$ cat config.mk
export PLATFORM = sky130hd
export DESIGN_NAME = mux_sel_ctrl_flat
export DESIGN_NICKNAME = d
export VERILOG_FILES = /design/src/rtl/mux_sel_ctrl_if.sv /design/src/rtl/mux_sel_ctrl.sv /design/src/flat_wrapper.sv
export SDC_FILE = /design/constraint.sdc
export NUM_CORES = 1
export LEC_CHECK = 0
export CORE_MARGIN = 5
export CORE_UTILIZATION = 55
export DETAILED_ROUTE_END_ITERATION = 10
export GPL_TIMING_DRIVEN = 0
export PLACE_DENSITY = 0.74
export SLEW_MARGIN = 20
export SYNTH_ARGS = -nofsm -noshare
export SYNTH_HDL_FRONTEND = slang
export SYNTH_SLANG_ARGS = --single-unit
$ cat constraint.sdc
create_clock -name clk -period 4 [get_ports clk]
set_input_delay 0.8 -clock clk [delete_from_list [all_inputs] [get_ports clk]]
set_output_delay 0.8 -clock clk [all_outputs]
set_load 0.01 [all_outputs]
$ cat src/rtl/mux_sel_ctrl_if.sv
// Button/mode inputs and select outputs of the mux select stage.
// The master side drives the button and mode; the slave side is the controller.
interface mux_sel_ctrl_if;
    logic btn_in;
    logic auto_en;
    logic sel_out;
    logic sel_changed;
    logic btn_level;

    modport master (
        output btn_in,
        output auto_en,
        input  sel_out,
        input  sel_changed,
        input  btn_level
    );

    modport slave (
        input  btn_in,
        input  auto_en,
        output sel_out,
        output sel_changed,
        output btn_level
    );
endinterface

$ cat src/rtl/mux_sel_ctrl.sv
// Mux select generator: synchronised, debounced pushbutton toggles the select;
// an optional auto mode toggles it every AUTO_PERIOD cycles.
module mux_sel_ctrl #(
    parameter int DEBOUNCE_CYCLES = 1000000,
    parameter int AUTO_PERIOD     = 50000000
) (
    input  logic           clk,
    input  logic           rst,
    mux_sel_ctrl_if.slave  bus
);
    localparam int DCW = $clog2(DEBOUNCE_CYCLES) + 1;
    localparam int TW  = (AUTO_PERIOD > 2) ? $clog2(AUTO_PERIOD) : 1;
    localparam logic [DCW-1:0] DB_LAST = DCW'(DEBOUNCE_CYCLES - 1);
    localparam logic [TW-1:0]  T_LAST  = TW'(AUTO_PERIOD - 1);

    typedef enum logic {MANUAL = 1'b0, AUTO = 1'b1} state_t;

    logic           sync1_q, sync2_q;
    logic [DCW-1:0] db_cnt_q, db_cnt_d;
    logic           level_q, level_d;
    logic           prev_level_q;
    logic           press;
    state_t         state_q;
    logic [TW-1:0]  timer_q;
    logic           sel_q;
    logic           chg_q;

    // Debounce: any sample equal to the accepted level restarts the count.
    always_comb begin
        db_cnt_d = '0;
        level_d  = level_q;
        if (sync2_q != level_q) begin
            if (db_cnt_q == DB_LAST) begin
                level_d = sync2_q;
            end else begin
                db_cnt_d = db_cnt_q + 1'b1;
            end
        end
    end

    always_ff @(posedge clk) begin
        if (rst) begin
            sync1_q      <= 1'b0;
            sync2_q      <= 1'b0;
            db_cnt_q     <= '0;
            level_q      <= 1'b0;
            prev_level_q <= 1'b0;
        end else begin
            sync1_q      <= bus.btn_in;
            sync2_q      <= sync1_q;
            db_cnt_q     <= db_cnt_d;
            level_q      <= level_d;
            prev_level_q <= level_q;
        end
    end

    assign press = level_q & ~prev_level_q;

    // A press and a timer terminal in the same cycle collapse into one toggle.
    always_ff @(posedge clk) begin
        if (rst) begin
            state_q <= MANUAL;
            timer_q <= '0;
            sel_q   <= 1'b0;
            chg_q   <= 1'b0;
        end else begin
            chg_q <= 1'b0;
            case (state_q)
                MANUAL: begin
                    timer_q <= '0;
                    if (press) begin
                        sel_q <= ~sel_q;
                        chg_q <= 1'b1;
                    end
                    if (bus.auto_en) state_q <= AUTO;
                end
                AUTO: begin
                    if (!bus.auto_en) begin
                        state_q <= MANUAL;
                        timer_q <= '0;
                        if (press) begin
                            sel_q <= ~sel_q;
                            chg_q <= 1'b1;
                        end
                    end else if (press || timer_q == T_LAST) begin
                        sel_q   <= ~sel_q;
                        chg_q   <= 1'b1;
                        timer_q <= '0;
                    end else begin
                        timer_q <= timer_q + 1'b1;
                    end
                end
                default: begin
                    state_q <= MANUAL;
                    timer_q <= '0;
                end
            endcase
        end
    end

    assign bus.sel_out     = sel_q;
    assign bus.sel_changed = chg_q;
    assign bus.btn_level   = level_q;
endmodule

$ cat src/flat_wrapper.sv
// flat-port wrapper written by rule: the top's interface ports become plain ports
module mux_sel_ctrl_flat 
#(
    parameter int DEBOUNCE_CYCLES = 1000000,
    parameter int AUTO_PERIOD     = 50000000
)
  (clk, rst, bus_btn_in, bus_auto_en, bus_sel_out, bus_sel_changed, bus_btn_level);
  mux_sel_ctrl_if bus_i ();
  input  logic clk;
  input  logic rst;
  input wire logic [$bits(bus_i.btn_in)-1:0] bus_btn_in;
  input wire logic [$bits(bus_i.auto_en)-1:0] bus_auto_en;
  output wire logic [$bits(bus_i.sel_out)-1:0] bus_sel_out;
  output wire logic [$bits(bus_i.sel_changed)-1:0] bus_sel_changed;
  output wire logic [$bits(bus_i.btn_level)-1:0] bus_btn_level;
  assign bus_i.btn_in = bus_btn_in;
  assign bus_i.auto_en = bus_auto_en;
  assign bus_sel_out = bus_i.sel_out;
  assign bus_sel_changed = bus_i.sel_changed;
  assign bus_btn_level = bus_i.btn_level;
  mux_sel_ctrl #(.DEBOUNCE_CYCLES(DEBOUNCE_CYCLES), .AUTO_PERIOD(AUTO_PERIOD)) u_core (.clk(clk), .rst(rst), .bus(bus_i));
endmodule
==> reports/qor.csv, run 1 <==
stage;metric;value;unit
outcome;outcome;complete, no violations;
cells_and_area;drive_gt1_frac;0.0404;
synthesis;synth-main-ff-cell;dfxtp_1;
drt;drc;0;
drt;first_iter_violations;121;
synthesis;synth_seq_cells;54;
sta;period_minus_slack;2.48;ns
sta;slew_headroom;0.632;
drt;first_pass_iters;4;
drt;vias_per_cell;6.12;
global_route;grt_usage;0.175;
floorplan;coreArea;4350;um2
setup_path;cp_max_fo;10;
power_and_ir_drop;powerDensity;370;nW/um2
global_route;grt_max_degree;17;
cts;clk_pin_slew;0.09;ns
setup_path;critPathKind;flop to flop;
setup_path;worst_setup_path_end_kind;flop;
synthesis;syn_area;2460;um2
global_route;antenna_found_initial;0;
setup_path;cp-start-kind;flop;
synthesis;avgSynthCellArea;8.65;um2
cells_and_area;stdcell_count;349;
drt;drt-total-wl;4890;um
worst_hold_path;min_path_type;flop to flop;
synthesis;ys_types;31;
floorplan;die_h;76.8;um
cts;cts_root_buffer;clkbuf_8;
sta;slew_viol_final;0;
sta;fmax;403;MHz
floorplan;start_util;0.564;
cells_and_area;area_growth_syn_to_layout;10.5;%
sta;final_hold_viol_count;0;
cells_and_area;final_util;0.623;
sta;grt_setup_unrepaired;false;
setup_path;worstPathRequired;4.17;ns
floorplan;core.rowCount;24;
place;placed_cells;341;
global_route;grt_pass1_wl;8690;um
place;gp_congestion;0.799;
power_and_ir_drop;leakagePower;0.780;nW
sta;setup_viol_count_final;0;
sta;fin_worst_skew;0.0113;ns
drt;via_count;2135;
synthesis;netlist.area_leader.share;0.440;
global_route;grt_pass1_vias;1886;
power_and_ir_drop;irDropWorstVdd;0.220;mV
place;io_buffers;5;
drt;wl_per_cell;14.0;um
cts;cts_buffers;5;
global_route;gr-total-overflow;0;
sta;worstMarginPinSlew;0.553;ns
setup_path;cp_data_arrival_time;2.66;ns
synthesis;yosysWarnings;0;
cts;clock_sinks;54;
synthesis;synth_top_area_cell;dfxtp_1;
cts;cts_hold_buffers;0;
cts;max-clock-path-buffers;2;
synthesis;yosysSeqAreaShare;0.440;
sta;finalSetupTns;0;ns
place;placed_cell_area;2570;um2
cts;cts_setup_buffers;0;
sta;whs;0.446;ns
job;cap_viol_max_count;0;
synthesis;synth_edf_count;0;
place;hpwlAfterDp;3330;um
cells_and_area;antenna_cells;0;
cts;cts_resized;0;
synthesis;synth_top_cells_by_count;dfxtp_1 (54), nor2_1 (18), nor3_1 (18);
floorplan;io_pins;7;
floorplan;die_area;5900;um2
floorplan;die_w;76.8;um
drt;final_antenna_net_count;0;
synthesis;synthCells;284;
cts;insertion_delay;0.31;ns
synthesis;synth_nets;290;
synthesis;async_reset_ff_frac;0;
cells_and_area;fillers;400;
cells_and_area;nNetsFinal;302;
sta;period_share;0.621;
cts;ctsHtreeMaxLevel;2;
synthesis;yosysMostFrequentCell;dfxtp_1;
synthesis;synth.area.top_cells;dfxtp_1 (44%), xnor2_1 (4.3%), xor2_1 (3.9%);
cts;cts_tree;done;
cells_and_area;fin_area;2710;um2
-- worst max-delay path: stages (launching register included) --
cell and delay, ns:
dfxtp_1 0.40, ha_1 0.24, nand4_2 0.22, nor4_1 0.51, and2_1 0.20, buf_2 0.21, buf_1 0.46, nor3_1 0.11
-- cell families after synthesis --
logic type / synth area share
compound gates: 0.118
buf+inv: 0.0346
flops: 0.440
simple gates: 0.315
xor+xnor: 0.0820
fa+ha+maj: 0.0102
-- registers in the layout, summed over array words and instances, names as in the netlist --
| name | cells |
|---|---|
| u_core.bus.btn_level | 1 |
| u_core.bus.sel_changed | 1 |
| u_core.bus.sel_out | 1 |
| u_core.db_cnt_q | 21 |
| u_core.prev_level_q | 1 |
| u_core.state_q | 1 |
| u_core.sync1_q | 1 |
| u_core.sync2_q | 1 |
| u_core.timer_q | 26 |
-- power by group --
group	leakage (nW)	switching (W)	total (W)	internal (W)
Clock	0.0714	0.000176	0.000443	0.000267
Combinational	0.273	0.0000102	0.0000181	0.00000791
Sequential	0.436	0.00000204	0.000543	0.000541
Total	0.780	0.000188	0.00100	0.000815
-- layer usage --
layer | global-route usage | up-vias | part of all wire
met3 | 0.0468 | 4 | 0.046
met5 | 0 | - | 0
met2 | 0.263 | 41 | 0.44
met1 | 0.249 | 1022 | 0.51
met4 | 0.0402 | 0 | 0.0082
li1 | - | 1068 | -
-- area by class of cell --
| type | instances | area, um2 | area share |
|---|---|---|---|
| tap | 52 | 65.1 | 0.0240 |
| clock buffer | 6 | 82.6 | 0.0304 |
| inverter | 7 | 26.3 | 0.00968 |
| timing repair buffer | 5 | 50.0 | 0.0184 |
| clock inverter | 2 | 60.1 | 0.0221 |
| multi-input combinational | 208 | 1290 | 0.475 |
| buffer | 15 | 58.8 | 0.0217 |
| sequential | 54 | 1080 | 0.398 |
-- final timing paths --
| check | startpoint | endpoint | slack [ns] | depth (start not counted) |
|---|---|---|---|---|
| worst min-delay path | u_core.db_cnt_q[0] | u_core.db_cnt_q[0] | 0.45 | 1 |
| worst max register to register | u_core.timer_q[0] | u_core.timer_q[2] | 1.52 | 7 |
| worst max-delay path | u_core.timer_q[0] | u_core.timer_q[2] | 1.52 | 7 |
| worst min register to register | u_core.db_cnt_q[0] | u_core.db_cnt_q[0] | 0.45 | 1 |
-- through the flow --
| stage | setup WS [ns] | power, W |
|---|---|---|
| after floorplan | 1.97 | 0.000565 |
| after global placement | 1.60 | 0.000573 |
| after detailed placement | 1.64 | 0.000573 |
| after CTS | 1.56 | 0.00101 |
| after global routing | 1.26 | 0.00104 |
| final | 1.52 | 0.00100 |
-- cell usage in the layout, fill, tap and decap left out, types with 6 or more instances in the layout --
master and count:
dfxtp_1 54, nor2_1 18, nor3_1 18, o21ai_0 17, nand4_1 15, nand3_1 15
or3_1 15, nand2_1 13, a211oi_1 12, xnor2_1 12, a21oi_1 12, clkbuf_1 11
xor2_1 11, and4_1 8, or4_1 8, inv_1 7, o31ai_1 6, clkbuf_8 6
No activity file was read; power rests on OpenSTA's default activity.
==> run 2, diff against run 1 <==
- CORE_UTILIZATION: 55 -> 54
- PLACE_DENSITY: 0.74 -> 0.76
- clock period: 4 -> 2 ns (I/O delays scaled with it)
==> run 2 against run 1 <==
Net effect:
- core utilization increased by 1.2 points
- clock skew decreased by 0.0038 ns
- sequential share of layout area fell by 0.68 points
- final cell count increased by 1.1%
- clock power grew 27%
- flip-flop and latch count unchanged
- count of clock-buffer cells in the layout grew 1
- largest cell class unchanged
==> reports/qor.csv, run 2 (synthesized netlist as in run 1, its figures left out) <==
stage;metric;value;unit
sta;slew_viol_final;0;
cells_and_area;reg_top3;u_core.timer_q x26, u_core.db_cnt_q x21;
cts;ctsHtreeMaxLevel;2;
global_route;gr-total-overflow;0;
setup_path;critPathKind;flop to flop;
cells_and_area;drive_gt1_frac;0.116;
power_and_ir_drop;leakagePower;0.828;nW
setup_path;worst_setup_path_end_kind;flop;
cts;clk_pin_slew;0.09;ns
sta;worstMarginPinSlew;0.525;ns
drt;via_count;2147;
sta;setup_viol_count_final;0;
sta;period_share;0.954;
drt;drc;0;
sta;period_minus_slack;1.91;ns
floorplan;die_area;6000;um2
sta;fmax;524;MHz
sta;slew_headroom;0.650;
cts;max-clock-path-buffers;2;
setup_path;crit_path_max_incr_delay;0.55;ns
drt;final_antenna_net_count;0;
cells_and_area;layout_common_cells;dfxtp_1 (50), nor2_1 (18), nor3_1 (18);
setup_path;cp_slowest_cell;or4_4;
cells_and_area;fillers;370;
floorplan;start_util;0.560;
cells_and_area;regMostFlops;u_core.timer_q;
place;io_buffers;5;
power_and_ir_drop;powerDensity;605;nW/um2
setup_path;cp-start-kind;flop;
drt;wl_per_cell;14.3;um
place;hpwlAfterDp;3340;um
cells_and_area;largest_register_ff_count;26;
floorplan;coreArea;4380;um2
global_route;grt_max_degree;15;
global_route;grt_pass1_vias;1906;
place;placed_cells;341;
global_route;grt_usage;0.174;
cts;clock_sinks;54;
sta;final_hold_viol_count;0;
worst_hold_path;min_path_type;flop to flop;
global_route;antenna_found_initial;0;
setup_path;worstPathRequired;2.23;ns
floorplan;die_w;77.4;um
cells_and_area;layout_commonest_cell;dfxtp_1;
floorplan;io_pins;7;
cells_and_area;area_growth_syn_to_layout;13.4;%
power_and_ir_drop;irDropWorstVdd;0.403;mV
cts;cts_root_buffer;clkbuf_8;
global_route;grt_pass1_wl;8810;um
place;gp_congestion;0.810;
floorplan;die_h;77.4;um
cells_and_area;stdcell_count;353;
drt;vias_per_cell;6.08;
floorplan;core.rowCount;24;
cts;cts_hold_buffers;0;
cts;insertion_delay;0.30;ns
cts;cts_buffers;5;
drt;first_iter_violations;155;
cells_and_area;nNetsFinal;307;
sta;fin_worst_skew;0.00746;ns
outcome;outcome;complete, no violations;
drt;drt-total-wl;5060;um
drt;first_pass_iters;5;
cts;cts_tree;done;
setup_path;cp_max_fo;9;
setup_path;cp_data_arrival_time;2.13;ns
job;cap_viol_max_count;0;
cells_and_area;antenna_cells;0;
setup_path;cp_cell_sequence;nand4_1 > or4_4 > buf_6 > or3_4 > a211oi_2;
cells_and_area;final_util;0.636;
-- run 2: cell types whose count changed in the layout (fill, tap and decap cells not counted), sizes merged --
cell	delta
buf	+6
bufinv	-2
-- run 2: worst paths after layout --
path | start | endpoint | slack [ns] | depth (start not counted)
worst max register to register | u_core.timer_q[13] | u_core.timer_q[24] | 0.09 | 5
worst min-delay path | u_core.db_cnt_q[0] | u_core.db_cnt_q[0] | 0.44 | 1
worst min register to register | u_core.db_cnt_q[0] | u_core.db_cnt_q[0] | 0.44 | 1
worst max-delay path | u_core.timer_q[13] | u_core.timer_q[24] | 0.09 | 5
-- run 2: critical path: cells and delay by family (launching register included) --
family | cells | cell delay, ns
and+or+nand+nor | 3 | 1.09
buffers and inverters | 1 | 0.15
DFF | 1 | 0.40
AOI/OAI and AO/OA | 1 | 0.21
-- run 2: power by group --
| group | switching, W | leakage [nW] | internal [W] | total [W] |
|---|---|---|---|---|
| Clock | 0.000321 | 0.0383 | 0.000242 | 0.000563 |
| Sequential | 0.00000405 | 0.438 | 0.00108 | 0.00108 |
| Combinational | 0.0000217 | 0.352 | 0.0000171 | 0.0000387 |
-- run 2: layout make-up --
cell class | instances | area, um2 | share of cell area
Buffer | 12 | 65.1 | 0.0233
Clock buffer | 7 | 76.3 | 0.0274
Inverter | 7 | 26.3 | 0.00943
Multi-Input combinational cell | 208 | 1350 | 0.485
Sequential cell | 54 | 1090 | 0.392
Tap cell | 52 | 65.1 | 0.0233
Timing Repair Buffer | 13 | 110 | 0.0395
-- run 2: per-stage QoR --
stage | setup slack, ns | instance area, um2 | power (W) | hold WS, ns | TNS [ns]
floorplan | 0.00401 | 2460 | 0.00113 | 0.413 | 0
global placement | -0.317 | 2570 | 0.00115 | 0.426 | -8.37
detailed placement | -0.281 | 2570 | 0.00115 | 0.431 | -8.94
CTS | 0.00509 | 2720 | 0.00170 | 0.447 | 0
global route | -0.0540 | 2790 | 0.00175 | 0.478 | -0.740
finish | 0.0927 | 2790 | 0.00168 | 0.444 | 0
-- run 2: repair_timing --
action / 4_1_cts / 5_1_grt
setup buffers: 4 / 4
pin swaps: 1 / 3
setup endpoints to repair: 42 / 43
resized for setup: 14 / 13
-- run 2: per-layer routing --
metal	global-route usage	vias up	wire length [um]
met4	0.0584	0	70
li1	-	1081	-
met2	0.264	46	2350
met3	0.0405	8	184
met5	0	-	0
met1	0.243	1012	2460
